## src/rtl/vmicro16_intc_apb.sv

```systemverilog
// APB interrupt controller: edge-detects sources, latches per-source data, and
// presents the lowest-index unmasked pending source to the core via irq/ack/EOI.
module vmicro16_intc_apb #(
    parameter int unsigned BUS_WIDTH  = 16,
    parameter int unsigned DATA_WIDTH = 16,
    parameter int unsigned NUM_INT    = 8,
    parameter int unsigned VEC_BITS   = 3
) (
    input  logic                           clk,
    input  logic                           reset,
    input  logic [BUS_WIDTH-1:0]           S_PADDR,
    input  logic                           S_PWRITE,
    input  logic                           S_PSELx,
    input  logic                           S_PENABLE,
    input  logic [DATA_WIDTH-1:0]          S_PWDATA,
    output logic [DATA_WIDTH-1:0]          S_PRDATA,
    output logic                           S_PREADY,
    input  logic [NUM_INT-1:0]             ints,
    input  logic [NUM_INT*DATA_WIDTH-1:0]  ints_data,
    output logic                           irq,
    output logic [VEC_BITS-1:0]            irq_vec,
    output logic [DATA_WIDTH-1:0]          irq_data,
    input  logic                           irq_ack
);

    localparam logic [1:0] A_PEND   = 2'd0;
    localparam logic [1:0] A_MASK   = 2'd1;
    localparam logic [1:0] A_STAT   = 2'd2;
    localparam logic [1:0] A_SWTRIG = 2'd3;

    typedef enum logic [1:0] {ST_IDLE, ST_REQ, ST_SERV} state_t;

    state_t                  state_q, state_d;
    logic                    irq_q, irq_d;
    logic [VEC_BITS-1:0]     irq_vec_q, irq_vec_d;
    logic [DATA_WIDTH-1:0]   irq_data_q, irq_data_d;
    logic [NUM_INT-1:0]      ints_prev_q, pend_q, pend_d, mask_q, mask_d;
    logic [DATA_WIDTH-1:0]   data_lat_q [NUM_INT];

    logic                    en_c, we_c;
    logic [1:0]              addr_c;
    logic [NUM_INT-1:0]      wbits_c, rise_c, set_c, clr_c, avail_c;
    logic [VEC_BITS-1:0]     win_vec_c;
    logic [DATA_WIDTH-1:0]   win_data_c, stat_c, rdata_c;
    logic                    unused_c;

    assign en_c     = S_PSELx & S_PENABLE;
    assign we_c     = en_c & S_PWRITE;
    assign addr_c   = S_PADDR[1:0];
    assign wbits_c  = S_PWDATA[NUM_INT-1:0];
    assign rise_c   = ints & ~ints_prev_q;
    assign avail_c  = pend_q & mask_q;
    assign unused_c = ^{S_PADDR[BUS_WIDTH-1:2], S_PWDATA[DATA_WIDTH-1:NUM_INT]};

    // Pending set/clear and mask write; a set in the same cycle beats any clear
    always_comb begin
        set_c  = rise_c;
        clr_c  = '0;
        mask_d = mask_q;
        if (we_c) begin
            case (addr_c)
                A_PEND:   clr_c  = wbits_c;
                A_MASK:   mask_d = wbits_c;
                A_SWTRIG: set_c  = rise_c | wbits_c;
                default:  ;
            endcase
        end
        if (state_q == ST_REQ && irq_ack) begin
            clr_c = clr_c | (NUM_INT'(1) << irq_vec_q);
        end
        pend_d = (pend_q & ~clr_c) | set_c;
    end

    // Lowest set index of avail wins; scan downward so the last hit is the lowest
    always_comb begin
        win_vec_c  = '0;
        win_data_c = '0;
        for (int i = int'(NUM_INT) - 1; i >= 0; i--) begin
            if (avail_c[i]) begin
                win_vec_c  = VEC_BITS'(i);
                win_data_c = data_lat_q[i];
            end
        end
    end

    always_comb begin
        state_d    = state_q;
        irq_d      = irq_q;
        irq_vec_d  = irq_vec_q;
        irq_data_d = irq_data_q;
        case (state_q)
            ST_IDLE: begin
                if (|avail_c) begin
                    state_d    = ST_REQ;
                    irq_d      = 1'b1;
                    irq_vec_d  = win_vec_c;
                    irq_data_d = win_data_c;
                end
            end
            ST_REQ: begin
                if (irq_ack) begin
                    state_d = ST_SERV;
                    irq_d   = 1'b0;
                end
            end
            ST_SERV: begin
                if (we_c && addr_c == A_STAT) begin
                    state_d = ST_IDLE;
                end
            end
            default: state_d = ST_IDLE;
        endcase
    end

    always_comb begin
        stat_c                 = '0;
        stat_c[DATA_WIDTH-1]   = (state_q == ST_SERV);
        stat_c[DATA_WIDTH-2]   = (state_q == ST_REQ);
        stat_c[VEC_BITS-1:0]   = irq_vec_q;
        rdata_c                = '0;
        if (en_c && !S_PWRITE) begin
            case (addr_c)
                A_PEND:  rdata_c = DATA_WIDTH'(pend_q);
                A_MASK:  rdata_c = DATA_WIDTH'(mask_q);
                A_STAT:  rdata_c = stat_c;
                default: rdata_c = '0;
            endcase
        end
    end

    always_ff @(posedge clk or negedge reset) begin
        if (!reset) begin
            state_q     <= ST_IDLE;
            irq_q       <= 1'b0;
            irq_vec_q   <= '0;
            irq_data_q  <= '0;
            ints_prev_q <= '0;
            pend_q      <= '0;
            mask_q      <= '0;
            for (int i = 0; i < int'(NUM_INT); i++) begin
                data_lat_q[i] <= '0;
            end
        end else begin
            state_q     <= state_d;
            irq_q       <= irq_d;
            irq_vec_q   <= irq_vec_d;
            irq_data_q  <= irq_data_d;
            ints_prev_q <= ints;
            pend_q      <= pend_d;
            mask_q      <= mask_d;
            for (int i = 0; i < int'(NUM_INT); i++) begin
                if (rise_c[i]) begin
                    data_lat_q[i] <= ints_data[i*DATA_WIDTH +: DATA_WIDTH];
                end
            end
        end
    end

    assign S_PREADY = en_c;
    assign S_PRDATA = rdata_c;
    assign irq      = irq_q;
    assign irq_vec  = irq_vec_q;
    assign irq_data = irq_data_q;

endmodule

```

## config.mk

```make
export PLATFORM = sky130hd
export DESIGN_NAME = vmicro16_intc_apb
export DESIGN_NICKNAME = d
export VERILOG_FILES = /design/src/rtl/vmicro16_intc_apb.sv
export SDC_FILE = /design/constraint.sdc
export NUM_CORES = 1
export LEC_CHECK = 0
export CELL_PAD_IN_SITES_DETAIL_PLACEMENT = 2
export CELL_PAD_IN_SITES_GLOBAL_PLACEMENT = 2
export CORE_MARGIN = 2
export CORE_UTILIZATION = 32
export DETAILED_ROUTE_END_ITERATION = 12
export PLACE_DENSITY = 0.81
export RECOVER_POWER = 100
export SLEW_MARGIN = 10
export SYNTH_ARGS = -nofsm -noshare
export SYNTH_HDL_FRONTEND = slang
export SYNTH_SLANG_ARGS = --single-unit
```

## constraint.sdc

```tcl
create_clock -name clk -period 2 [get_ports clk]
set_input_delay 0.4 -clock clk [delete_from_list [all_inputs] [get_ports clk]]
set_output_delay 0.4 -clock clk [all_outputs]
set_load 0.01 [all_outputs]
```

==> results <==
path summary, 6_finish.rpt:
path	slack (ns)	start	cells after the start	end
worst min-delay path	0.50	data_lat_q[92]	1	data_lat_q[92]
worst max register to register	0.11	pend_q[1]	6	irq_data[5]
worst min register to register	0.50	data_lat_q[92]	1	data_lat_q[92]
worst max-delay path	-0.07	pend_q[2]	5	S_PRDATA[2]
min in group asynchronous	0.69	reset	2	ints_prev_q[5]
max in group asynchronous	0.27	reset	3	mask_q[0]
worst max-delay path, stage by stage (launching register included):
cell                              delay [ns]
sky130_fd_sc_hd__dfrtp_1                0.46
sky130_fd_sc_hd__mux2i_1                0.24
sky130_fd_sc_hd__nor2_1                 0.08
sky130_fd_sc_hd__a21oi_1                0.16
sky130_fd_sc_hd__nor2_1                 0.07
sky130_fd_sc_hd__clkdlybuf4s15_2        0.23
cell families (layout without fill, tap and decap cells):
group / Yosys count / count (layout) / synth area share
flip-flops: 174 / 174 / 0.542
AND/OR/NAND/NOR: 117 / 117 / 0.0740
buffers and inverters: 69 / 275 / 0.0416
AO/OA/AOI/OAI: 165 / 165 / 0.161
other: 1 / 6 / 0.000467
multiplexers: 130 / 130 / 0.181
layout make-up:
| class | count | area (um2) |
|---|---|---|
| fill | 2465 | 13600 |
| sequential | 174 | 4360 |
| multi-input combinational | 418 | 3320 |
| timing repair buffer | 228 | 2110 |
| clock buffer | 20 | 457 |
| tap | 324 | 405 |
| clock inverter | 12 | 125 |
| inverter | 15 | 56.3 |
cells in the mapped netlist, types with 2 or more instances:
cell                         n
sky130_fd_sc_hd__o221ai_2   13
sky130_fd_sc_hd__a22oi_1     4
sky130_fd_sc_hd__nor3_1      3
sky130_fd_sc_hd__nor2_1     19
sky130_fd_sc_hd__buf_6       5
sky130_fd_sc_hd__a21oi_1    34
sky130_fd_sc_hd__a32oi_1    15
sky130_fd_sc_hd__buf_2      11
sky130_fd_sc_hd__buf_4       6
sky130_fd_sc_hd__dfrtp_1   174
sky130_fd_sc_hd__buf_1       3
sky130_fd_sc_hd__a311oi_1   16
sky130_fd_sc_hd__nand3b_1    2
sky130_fd_sc_hd__nand2_1    42
sky130_fd_sc_hd__nor3b_1     2
sky130_fd_sc_hd__o221ai_1    2
sky130_fd_sc_hd__nand3_1     4
sky130_fd_sc_hd__and3_1     19
sky130_fd_sc_hd__mux2i_1     9
sky130_fd_sc_hd__mux2_2    121
sky130_fd_sc_hd__clkbuf_1   28
sky130_fd_sc_hd__inv_1      15
sky130_fd_sc_hd__nor2b_1     9
sky130_fd_sc_hd__and2_1      4
sky130_fd_sc_hd__or2_1       2
sky130_fd_sc_hd__nand2b_1    6
sky130_fd_sc_hd__o21ai_0    47
sky130_fd_sc_hd__a221o_1     8
sky130_fd_sc_hd__a22o_1      4
sky130_fd_sc_hd__o221a_2    14
cell usage in the layout (no fill, tap or decap), drive strengths merged, types with 8 or more instances in the layout:
master,Yosys,final
clkdlybuf4s50,0,140
a32oi,15,15
a311oi,16,16
buf,25,30
a221o,8,8
and3,19,19
o221a,15,15
o21ai,47,47
dfrtp,174,174
inv,15,19
o221ai,15,15
mux2,121,121
a21oi,34,34
nor2,19,19
mux2i,9,9
nor2b,9,9
nand2,42,42
clkbuf,29,43
dlygate4sd3,0,27
per-layer routing:
metal | wire [um] | global-route usage | vias to the layer above
met4 | 247 | 0.0471 | 0
met2 | 13900 | 0.368 | 144
li1 | - | - | 2807
met3 | 968 | 0.0308 | 16
met5 | 0 | 0 | -
met1 | 12200 | 0.285 | 3241
flip-flops by register name, indices dropped and copies added, names as in the netlist:
register / cells
mask_q: 8
irq: 1
ints_prev_q: 8
state_q: 2
data_lat_q: 128
irq_data: 16
irq_vec: 3
pend_q: 8
metrics by stage:
stage	std cells	utilization
detailed placement	1152	0.427
CTS	1188	0.452
finish	1191	0.443
global route	1191	0.443
global placement	1152	0.427
floorplan	661	-
what timing repair did:
| item | CTS | global route |
|---|---|---|
| pin swaps | 3 | 0 |
| resized for setup | 44 | 10 |
| hold buffers | 1 | 0 |
| setup endpoints to repair | 11 | 16 |
| buffers inserted | 3 | 3 |
| hold endpoints to repair | 31 | 0 |
where the power goes:
part / switching [uW] / internal [uW]
Combinational: 2220 / 1950
Clock: 1510 / 1810
Sequential: 554 / 4220
==> out/results.md <==
### Detailed routing
• **drt drc** 0
• **Total Wirelength** 27300 um
• **vias after detailed routing** 6208
• **number of design-rule violations left by the first detailed-router iteration** 289
• **first-pass iteration count of the detailed router** 4
• **WL per Instance** 22.9 um
• **post-route ant nets** 0
• **vias per inst** 5.21

### Floorplanning
• **starting density of the core** 0.328
• **overall die width** 162 um
• **Boundary Pins** 211
• **floorplan core area** 24500 um2
• **overall die area** 26400 um2
• **Row Count** 57
• **die height** 162 um

### Logic synthesis
• **average cell area after synthesis** 12.2 um2
• **sequential cell area fraction in the yosys report** 0.542
• **count of mapped cells out of synthesis** 656
• **flop and latch count out of synthesis** 174
• **count of flip-flops with a built-in enable after synthesis** 0
• **leading post-synthesis cells by cell area** sky130_fd_sc_hd__dfrtp_1 (54%), sky130_fd_sc_hd__mux2_2 (17%), sky130_fd_sc_hd__o21ai_0 (2.9%)
• **Yosys warning count** 0
• **fraction of synthesis flops using an asynchronous set or reset pin** 1.00
• **area share of the largest cell type after synthesis** 0.542
• **most frequently used flop master after synthesis** sky130_fd_sc_hd__dfrtp_1
• **count of unique library cells instantiated by Yosys** 45
• **post-synthesis instance area** 8040 um2
• **cell accounting for the most synthesized area** sky130_fd_sc_hd__dfrtp_1

### GRT
• **largest net degree at the start of global routing** 48
• **Overall Global Routing Usage** 0.213
• **initial antenna violation count** 0
• **first-pass GRT wire length** 42600 um
• **final global-route overflow total** 0
• **vias in the first global route** 7053

### CTS
• **sinks on the clock net** 174
• **clock network latency to the later pin of the worst-skew pair** 0.43 ns
• **buffer levels on the longest clock path** 2
• **Clk pin slew, worst setup/hold paths** 0.07 ns
• **buffer type at the clock tree root** sky130_fd_sc_hd__clkbuf_16
• **total CTS buffers** 17
• **depth of the CTS H-tree** 4
• **clock tree from TritonCTS** built

### STA
• **final count of negative-setup-slack endpoints** 1
• **Final Slew Violations** 0
• **Peak Freq** 484 MHz
• **final critical delay including setup and external delays** 2.07 ns
• **headroom to the max-slew limit** 0.302
• **Worst Tran Pin Value** 1.05 ns
• **Clock Skews** 0.0133 ns
• **Setup WS post-layout** -0.0671 ns
• **final period utilization** 1.03
• **worst-case hold slack** 0.504 ns
• **TNS Setup** -0.0671 ns
• **hold violation total from the final report** 0

### Hold path
• **worst hold path class** reg -> reg

### Power
• **Design Power** 12300 uW
• **PwrDens** 1130 nW/um2
• **Static Leakage** 0.00444 uW
• **highest ir drop seen on vdd** 0.410 mV

### Place
• **post-detailed-placement cell area** 10500 um2
• **Post-DP HPWL** 20000 um
• **global placer's final weighted congestion** 0.801
• **Port Buffers** 182
• **Worst Setup Slack post-DPL** -0.582 ns

### Outcome
• **violations in the final reports** negative setup slack
• **status** finished, violations left

### Layout
• **fraction of final layout cells sized beyond drive strength 1** 0.265
• **Post-Layout Inst Area** 10800 um2
• **net total in the final layout** 1028
• **Synth-to-Final Area Change** 34.9%
• **antenna diode count** 0

### Setup path
• **critical path fanouts, max** 6
• **kind of start point of the critical path** flip-flop
• **data arrival time of the critical path** 1.67 ns
• **critical path required time** 1.60 ns
• **type of the worst setup path** reg -> out
• **CP Capture Type** output pin

### Job
• **number of max-cap violations** 0

Note: power is estimated with default switching activity, not from simulation.
